**config.mk**
```make
export PLATFORM = sky130hd
export DESIGN_NAME = s_div_arbiter
export DESIGN_NICKNAME = d
export VERILOG_FILES = /design/src/rtl/s_div_arbiter.sv
export SDC_FILE = /design/constraint.sdc
export NUM_CORES = 1
export LEC_CHECK = 0
export CAP_MARGIN = 20
export CORE_AREA = 2 2 193 195
export CTS_BUF_LIST = sky130_fd_sc_hd__clkbuf_4 sky130_fd_sc_hd__clkbuf_8 sky130_fd_sc_hd__clkbuf_16
export CTS_CLUSTER_DIAMETER = 80
export DETAILED_ROUTE_END_ITERATION = 16
export DIE_AREA = 0 0 195 197
export GPL_ROUTABILITY_DRIVEN = 0
export MAX_ROUTING_LAYER = met4
export PLACE_DENSITY_LB_ADDON = 0.15
export SYNTH_ARGS = -nofsm -noshare
export SYNTH_HDL_FRONTEND = slang
export SYNTH_SLANG_ARGS = --single-unit
```
**constraint.sdc**
```tcl
create_clock -name clk_i -period 6.05 [get_ports clk_i]
set_input_delay 1.5125 -clock clk_i [delete_from_list [all_inputs] [get_ports clk_i]]
set_output_delay 1.5125 -clock clk_i [all_outputs]
set_load 0.03 [all_outputs]
```
**src/rtl/s_div_arbiter.sv**
```systemverilog
// s_div_arbiter: round-robin front end that shares one iterative divide unit
// among N_REQ streaming requesters. One transaction is in flight at a time;
// every state change is gated by the global pea_ready_i stall.

package s_div_arbiter_pkg;
    typedef enum logic [3:0] {
        FU_NOP    = 4'd0,
        FU_ADD    = 4'd1,
        FU_SUB    = 4'd2,
        FU_MUL    = 4'd3,
        FU_ACC    = 4'd4,
        FU_DIV    = 4'd5,
        FU_REM    = 4'd6,
        FU_ABSDIV = 4'd7,
        FU_ABSREM = 4'd8
    } fu_instr_t;

    function automatic logic is_div_op(input fu_instr_t op);
        return (op == FU_DIV) || (op == FU_REM) || (op == FU_ABSDIV) || (op == FU_ABSREM);
    endfunction
endpackage

module s_div_arbiter
    import s_div_arbiter_pkg::*;
#(
    parameter int N_REQ  = 4,
    parameter int N_BITS = 32,
    parameter int IDX_W  = $clog2(N_REQ)
) (
    input  logic                          clk_i,
    input  logic                          rst_n_i,
    input  logic                          pea_ready_i,
    input  logic [N_REQ-1:0]              req_valid_i,
    output logic [N_REQ-1:0]              req_ready_o,
    input  logic [N_REQ-1:0][N_BITS-1:0]  req_a_i,
    input  logic [N_REQ-1:0][N_BITS-1:0]  req_b_i,
    input  fu_instr_t [N_REQ-1:0]         req_instr_i,
    output logic                          div_valid_o,
    input  logic                          div_ready_i,
    output logic [N_BITS-1:0]             div_a_o,
    output logic [N_BITS-1:0]             div_b_o,
    output fu_instr_t                     div_instr_o,
    input  logic                          div_valid_i,
    input  logic [N_BITS-1:0]             div_res_i,
    input  logic [N_BITS-1:0]             div_rem_q_i,
    output logic [N_REQ-1:0]              rsp_valid_o,
    input  logic [N_REQ-1:0]              rsp_ready_i,
    output logic [N_BITS-1:0]             rsp_res_o,
    output logic [N_BITS-1:0]             rsp_rem_q_o,
    output logic                          rsp_err_o,
    output logic                          busy_o,
    output logic [IDX_W-1:0]              grant_idx_o
);

    localparam logic [1:0] S_IDLE  = 2'd0;
    localparam logic [1:0] S_ISSUE = 2'd1;
    localparam logic [1:0] S_WAIT  = 2'd2;
    localparam logic [1:0] S_RESP  = 2'd3;

    logic [1:0]        state;
    logic [IDX_W-1:0]  rr_ptr;
    logic [IDX_W-1:0]  grant_q;
    logic [N_BITS-1:0] a_q;
    logic [N_BITS-1:0] b_q;
    fu_instr_t         instr_q;
    logic [N_BITS-1:0] res_q;
    logic [N_BITS-1:0] rem_q_q;
    logic              err_q;

    logic              found;
    logic [IDX_W-1:0]  pick;
    logic [IDX_W-1:0]  cand;
    int                idx_sum;
    logic              accept;
    logic              issue_done;
    logic              div_done;
    logic              rsp_done;
    logic [IDX_W-1:0]  next_ptr;

    // Round-robin scan: first valid requester at or after rr_ptr, wrapping.
    always_comb begin
        // NOTE: every variable gets a default before any conditional write,
        // otherwise the tool infers a latch to hold the old value.
        found   = 1'b0;
        pick    = '0;
        cand    = '0;
        idx_sum = 0;
        for (int i = 0; i < N_REQ; i++) begin
            idx_sum = int'(rr_ptr) + i;
            if (idx_sum >= N_REQ) idx_sum = idx_sum - N_REQ;
            cand = IDX_W'(idx_sum);
            if (!found && req_valid_i[cand]) begin
                found = 1'b1;
                pick  = cand;
            end
        end
    end

    assign accept     = (state == S_IDLE) && pea_ready_i && found;
    assign issue_done = (state == S_ISSUE) && pea_ready_i && div_ready_i;
    assign div_done   = (state == S_WAIT) && pea_ready_i && div_valid_i;
    assign rsp_done   = (state == S_RESP) && pea_ready_i && rsp_ready_i[grant_q];
    assign next_ptr   = (grant_q == IDX_W'(N_REQ - 1)) ? '0 : grant_q + 1'b1;

    // One-hot handshake strobes toward requesters; quiet while reset is held.
    always_comb begin
        req_ready_o = '0;
        rsp_valid_o = '0;
        if (accept && rst_n_i) req_ready_o[pick] = 1'b1;
        if (state == S_RESP)   rsp_valid_o[grant_q] = 1'b1;
    end

    assign div_valid_o = (state == S_ISSUE);
    assign div_a_o     = a_q;
    assign div_b_o     = b_q;
    assign div_instr_o = instr_q;
    assign rsp_res_o   = res_q;
    assign rsp_rem_q_o = rem_q_q;
    assign rsp_err_o   = err_q;
    assign busy_o      = (state != S_IDLE);
    assign grant_idx_o = grant_q;

    // Transaction FSM, round-robin pointer, owner and latched operands.
    always_ff @(posedge clk_i or negedge rst_n_i) begin
        if (!rst_n_i) begin
            state   <= S_IDLE;
            rr_ptr  <= '0;
            grant_q <= '0;
            a_q     <= '0;
            b_q     <= '0;
            instr_q <= FU_NOP;
        end else begin
            // NOTE: non-blocking assignments so every register samples the
            // pre-edge values regardless of statement order.
            case (state)
                S_IDLE: begin
                    if (accept) begin
                        grant_q <= pick;
                        a_q     <= req_a_i[pick];
                        b_q     <= req_b_i[pick];
                        instr_q <= req_instr_i[pick];
                        state   <= is_div_op(req_instr_i[pick]) ? S_ISSUE : S_RESP;
                    end
                end
                S_ISSUE: if (issue_done) state <= S_WAIT;
                S_WAIT:  if (div_done)   state <= S_RESP;
                S_RESP: begin
                    if (rsp_done) begin
                        rr_ptr <= next_ptr;
                        state  <= S_IDLE;
                    end
                end
                default: state <= S_IDLE;
            endcase
        end
    end

    // Response payload: divider result, or zeros plus error for non-divide ops.
    always_ff @(posedge clk_i or negedge rst_n_i) begin
        if (!rst_n_i) begin
            res_q   <= '0;
            rem_q_q <= '0;
            err_q   <= 1'b0;
        end else if (accept && !is_div_op(req_instr_i[pick])) begin
            res_q   <= '0;
            rem_q_q <= '0;
            err_q   <= 1'b1;
        end else if (div_done) begin
            res_q   <= div_res_i;
            rem_q_q <= div_rem_q_i;
            err_q   <= 1'b0;
        end
    end

endmodule

```
==> summary.md, run 1 <==
| Metric | Value |
|---|---|
| IO buf count | `493` |
| Iter 0 DRT Violations | `581` |
| Post-cts gate resize count | `0` |
| Slew margin rel. | `40.9%` |
| Register area share after synthesis | `46.4%` |
| Vias after detailed routing | `7695` |
| Tot GR Track Use | `18.5%` |
| Synth Area in Simple Gates | `13.9%` |
| Synthesis-to-layout area growth | `80.1%` |
| CTS Buffer Depth | `2` |
| Hold slack final | `478 ps` |
| Max Slew Vio Count | `0` |
| Syn_nets | `1114` |
| Hold Crit Start | `div_a_o[29]` |
| Post-route minimum period | `5610 ps` |
| Pre-CTS WS | `480 ps` |
| DP HPWL | `26200 µm` |
| Worst Path Arrival | `4090 ps` |
| Area post-placement | `0.0129 mm²` |
| Worst hold stages | `2` |
| Hold path endpoint | `div_a_o[29]` |
| Post-synth EDFFs | `0` |
| Largest net degree at the start of global routing | `117` |
| Setup Skew | `10.1 ps` |
| Xor-xnor portion of the synthesized cell area | `0%` |
| Top cells by area, synth | `dfrtp_1 46%, mux2_2 10%, nand2_1 10%, a222oi_1 8.6%, a21oi_2 6.0%` |
| Synth Area in Adders | `1.50%` |
| Num CTS Buffers | `17` |
| Synth top cells by count | `201 x nand2_1, 139 x dfrtp_1, 73 x o21ai_0, 67 x mux2_2, 64 x a222oi_1` |
| Net count, final | `1574` |
| Hold Path Class | `register to register` |
| Final period util | `92.6%` |
| Post-CTS Setup Repair Bufs | `0` |
| Final WS setup | `445 ps` |
| Worst r2r src | `rr_ptr[0]` |
| Final Hold Viols | `0` |
| Syn avg cell area | `9.91 µm²` |
| Via-to-Cell Ratio | `4.52` |
| IO Pins | `494` |
| Post-synth top area share | `46.4%` |
| Initial antenna violation count | `4` |
| Die H | `197 µm` |
| P per Cell Area | `433 mW/mm²` |
| Synth cell types | `45` |
| CP max FO | `9` |
| Aggregate global routing overflow | `0` |
| Skew-Pair Late Insertion Delay | `430 ps` |
| Setup TNS | `0 ps` |
| Final setup viols | `0` |
| CTS tree | `yes` |
| Most used DFF post-synth | `dfrtp_1` |
| Clock sink count | `139` |
| Outcome | `finished, final reports clean` |
| Hold-fix buffers at CTS | `0` |
| Cell accounting for the most synthesized area | `dfrtp_1` |
| First-pass GRT wire length | `51000 µm` |
| Antenna Nets Post-Route | `0` |
| H-tree depth | `4` |
| Max-cap viol count | `0` |
| Post-Syn Area | `0.00749 mm²` |
| Final wirelength | `34800 µm` |
| Layout cells sized above 1 | `14.7%` |
| Wire length per cell | `20.4 µm` |
| Worst setup SP type | `input pin` |
| Root buf cell | `clkbuf_16` |
| Pwr Total | `5840 µW` |
| R2R setup slack | `2710 ps` |
| Initial Util | `20.7%` |
| Vias in the first global route | `7924` |
| Core area | `0.0363 mm²` |
| CP Capture Type | `output pin` |
| DRC viols | `0` |
| Die area | `0.0384 mm²` |
| Largest family of logic cells by synthesized area | `compound AO/OA/AOI/OAI gates` |
| Top-count cell post-synth | `nand2_1` |
| Mux cell area share after synthesis | `11.0%` |
| Critical Path RT | `4540 ps` |
| Max Clk Rate | `0.178 GHz` |
| Synth Instances | `756` |
| Async SR Flop Fraction | `100%` |
| Peak supply drop | `0.000207 V` |
| CTS clock-pin slew for the worst setup and hold paths | `70 ps` |
| Seq cells post-synth | `139` |
| Die W | `195 µm` |
| Compound-Gate Fraction of Synth Area | `22.4%` |
| Worst-margin pin slew | `886 ps` |
| Reg2Reg Capture Point | `rsp_res_o[1]` |
| Final instance area | `0.0135 mm²` |
| CP Class | `input pin to output pin` |
| Drt first pass iters | `8` |
| Syn. warnings | `0` |
| Cell Rows | `70` |
| Worst R2R Path Depth | `9` |
| Leak | `0.00534 µW` |
| Unrepaired setup endpoints after global routing | `false` |
-- registers in the layout (all words and copies together), names as in the netlist --
name	flops
div_instr_o	4
grant_idx_o	2
div_b_o	32
rsp_err_o	1
rsp_res_o	32
state	2
rr_ptr	2
rsp_rem_q_o	32
div_a_o	32
-- power by group --
group | total, µW | switching [µW] | internal, µW | leakage [µW]
logic | 3200 | 1830 | 1370 | 0.00324
clock network | 1130 | 458 | 671 | 0.000308
registers | 1520 | 226 | 1290 | 0.00179
-- cells by family (layout without fill, tap and decap cells) --
kind of cell | count (synthesis) | in the layout
adder cells (fa/ha/maj) | 9 | 9
AO/OA/AOI/OAI | 222 | 222
buffers and inverters | 75 | 548
AND/OR/NAND/NOR | 238 | 238
flip-flops | 139 | 139
other | 0 | 4
multiplexers | 73 | 73
-- per-stage QoR --
stage | util [%] | instances
after detailed placement | 35.4 | 1665
after CTS | 37.2 | 1697
final | 37.2 | 1701
after global routing | 37.2 | 1701
after floorplan | - | 756
after global placement | 35.4 | 1665
-- worst max-delay path by stage --
stage	startpoint	endpoint	slack, ps	cells after the start
2_1_floorplan	req_valid_i[2]	req_ready_o[0]	1560	5
3_3_place_gp	req_valid_i[2]	req_ready_o[0]	480	6
3_5_place_dp	req_valid_i[2]	req_ready_o[0]	480	6
4_1_cts	req_valid_i[2]	req_ready_o[0]	470	6
5_1_grt	req_valid_i[2]	req_ready_o[0]	360	6
6_report	req_valid_i[2]	req_ready_o[0]	440	6
-- layer usage --
metal / part of all wire (%) / GRT usage [%] / routed length (µm) / up-vias
li1: - / - / - / 3684
met5: 0 / - / 0 / -
met1: 42 / 21.8 / 14600 / 3671
met4: 3.0 / 7.46 / 1040 / 0
met3: 6.4 / 5.10 / 2240 / 46
met2: 49 / 29.9 / 16900 / 294
-- worst max-delay path, cell delays in order --
cell	delay (ps)
clkdlybuf4s50_1	590
or3_1	470
or2_2	330
and3_1	260
and3_1	290
clkdlybuf4s50_1	630
-- final cells by class --
cell class | count | area [µm²]
Multi-Input combinational cell | 542 | 3690
Clock buffer | 18 | 439
Sequential cell | 139 | 3480
Inverter | 8 | 30.0
Antenna cell | 4 | 10.0
Timing Repair Buffer | 508 | 5070
Tap cell | 468 | 586
Clock inverter | 14 | 185
Fill cell | 3695 | 22800
-- cell usage in the layout (no fill, tap or decap), drive strengths merged, types with 5 or more instances in the layout --
master	count
clkdlybuf4s50	492
clkbuf	18
o21ai	74
and2	5
nand2	201
mux2i	5
dfrtp	139
clkinv	5
buf	16
ha	9
inv	14
a222oi	64
a21oi	70
mux2	67
and3	8
Note: power is estimated with default switching activity, not from simulation.
==> inputs of run 2 (changes only) <==
Settings changed: CORE_AREA 2 2 193 195 to 2 2 194 196, DIE_AREA 0 0 195 197 to 0 0 196 198.
==> run 2 against run 1 <==
Die area up 1.0%. Count of clock-buffer cells in the layout unchanged. Worst setup slack better by 29 ps. Global-route usage up 0.27 points. First-iteration DRC count down 14%. Core utilization down 0.58 points. Highest routed layer unchanged.
==> summary.md, run 2 (synthesis gave the netlist of run 1 again) <==
| Metric | Value |
|---|---|
| Outcome | `finished, final reports clean` |
| Worst Path Arrival | `4060 ps` |
| Peak supply drop | `0.000198 V` |
| Setup Skew | `10.4 ps` |
| Crit path cell chain | `clkdlybuf4s50_1 -> or3_1 -> or2_2 -> and3_1 -> and3_1 -> clkdlybuf4s50_1` |
| Most common cell after layout, fill and taps aside | `clkdlybuf4s50_1` |
| Hold-fix buffers at CTS | `0` |
| Unrepaired setup endpoints after global routing | `false` |
| CP Capture Point | `req_ready_o[3]` |
| Largest net degree at the start of global routing | `60` |
| Net count, final | `1581` |
| Setup TNS | `0 ps` |
| CTS clock-pin slew for the worst setup and hold paths | `60 ps` |
| Wire length per cell | `20.9 µm` |
| CTS tree | `yes` |
| Post-cts gate resize count | `0` |
| DRC viols | `0` |
| Initial Util | `20.3%` |
| P per Cell Area | `434 mW/mm²` |
| Final period util | `92.2%` |
| IO Pins | `494` |
| Vias after detailed routing | `7769` |
| Iter 0 DRT Violations | `498` |
| Root buf cell | `clkbuf_16` |
| CP Class | `input pin to output pin` |
| Worst setup SP type | `input pin` |
| Skew-Pair Late Insertion Delay | `440 ps` |
| Post-CTS Setup Repair Bufs | `0` |
| Synthesis-to-layout area growth | `80.7%` |
| Critical Path RT | `4540 ps` |
| Critical path startpoint | `req_valid_i[3]` |
| Post-route minimum period | `5580 ps` |
| Area post-placement | `0.0129 mm²` |
| CTS Buffer Depth | `2` |
| Slew margin rel. | `44.1%` |
| Max Clk Rate | `0.179 GHz` |
| Worst-margin pin slew | `839 ps` |
| Layout cells sized above 1 | `15.2%` |
| Cell Rows | `71` |
| Hold Path Class | `register to register` |
| Max-cap viol count | `0` |
| Via-to-Cell Ratio | `4.54` |
| R2R setup slack | `2930 ps` |
| Worst R2R Path Depth | `7` |
| H-tree depth | `4` |
| Worst r2r src | `rr_ptr[0]` |
| CP max FO | `10` |
| Die H | `198 µm` |
| First-pass GRT wire length | `52100 µm` |
| Final setup viols | `0` |
| Clock sink count | `139` |
| Final wirelength | `35900 µm` |
| DP HPWL | `27700 µm` |
| CP Capture Type | `output pin` |
| Reg2Reg Capture Point | `rsp_res_o[2]` |
| Slowest CP cell | `clkdlybuf4s50_1` |
| Die W | `196 µm` |
| Final Hold Viols | `0` |
| Drt first pass iters | `7` |
| Max Slew Vio Count | `0` |
| Vias in the first global route | `8051` |
| IO buf count | `493` |
| Leak | `0.00535 µW` |
| Max incr delay on CP | `600 ps` |
| Core area | `0.0370 mm²` |
| Die area | `0.0388 mm²` |
| Hold Crit Start | `rsp_err_o` |
| Num CTS Buffers | `17` |
| Initial antenna violation count | `2` |
| Aggregate global routing overflow | `0` |
| Most frequent cells in the layout | `492 x clkdlybuf4s50_1, 201 x nand2_1, 139 x dfrtp_1` |
| Tot GR Track Use | `18.8%` |
| Antenna Nets Post-Route | `0` |
| Final instance area | `0.0135 mm²` |
[run 2: changes by cell type in the layout (fill, tap and decap cells not counted)]
cell        previous run  this run
inv_8                  1         0
buf_12                 2         1
diode_2                4         3
clkinv_2               1         0
clkinvlp_4             0         2
buf_4                 13        21
[run 2: through the flow]
step | power, µW | util [%] | setup WS [ps] | hold slack (ps) | std cells
2_1_floorplan | 3350 | - | 1560 | 528 | 756
3_3_place_gp | 4790 | 34.9 | 535 | 460 | 1678
3_5_place_dp | 4790 | 34.9 | 519 | 469 | 1678
4_1_cts | 5960 | 36.6 | 499 | 484 | 1710
5_1_grt | 6230 | 36.6 | 424 | 495 | 1711
6_report | 5870 | 36.6 | 474 | 475 | 1713
[run 2: worst max-delay path: cells and delay by family]
family / cells / cell delay, ps
buf+inv: 2 / 1170
simple gates: 4 / 1370
[run 2: power breakdown]
group	switching, µW	leakage [µW]	internal, µW
sequential	232	0.00179	1290
combinational	1830	0.00327	1380
clock	467	0.000299	669
total	2530	0.00535	3340
[run 2: area by class of cell]
cell class	count	area, µm²
Antenna cell	3	7.51
Clock buffer	18	439
Clock inverter	14	184
Fill cell	3782	23400
Inverter	8	30.0
Multi-Input combinational cell	542	3690
Sequential cell	139	3480
Tap cell	474	593
Timing Repair Buffer	515	5110
[run 2: worst min-delay path by stage]
stage | depth (start not counted) | to
6_report | 1 | rsp_err_o
5_1_grt | 2 | div_a_o[18]
4_1_cts | 1 | rsp_err_o
3_5_place_dp | 1 | rsp_err_o
3_3_place_gp | 1 | rsp_err_o
2_1_floorplan | 1 | state[0]
[run 2: layer usage]
layer	share of wire, %	wire (µm)	up-vias	track usage, %
met3	6.4	2280	44	4.19
met5	0	0	-	-
li1	-	-	3694	-
met4	2.5	900	0	6.82
met2	49	17600	304	30.9
met1	42	15100	3727	22.6
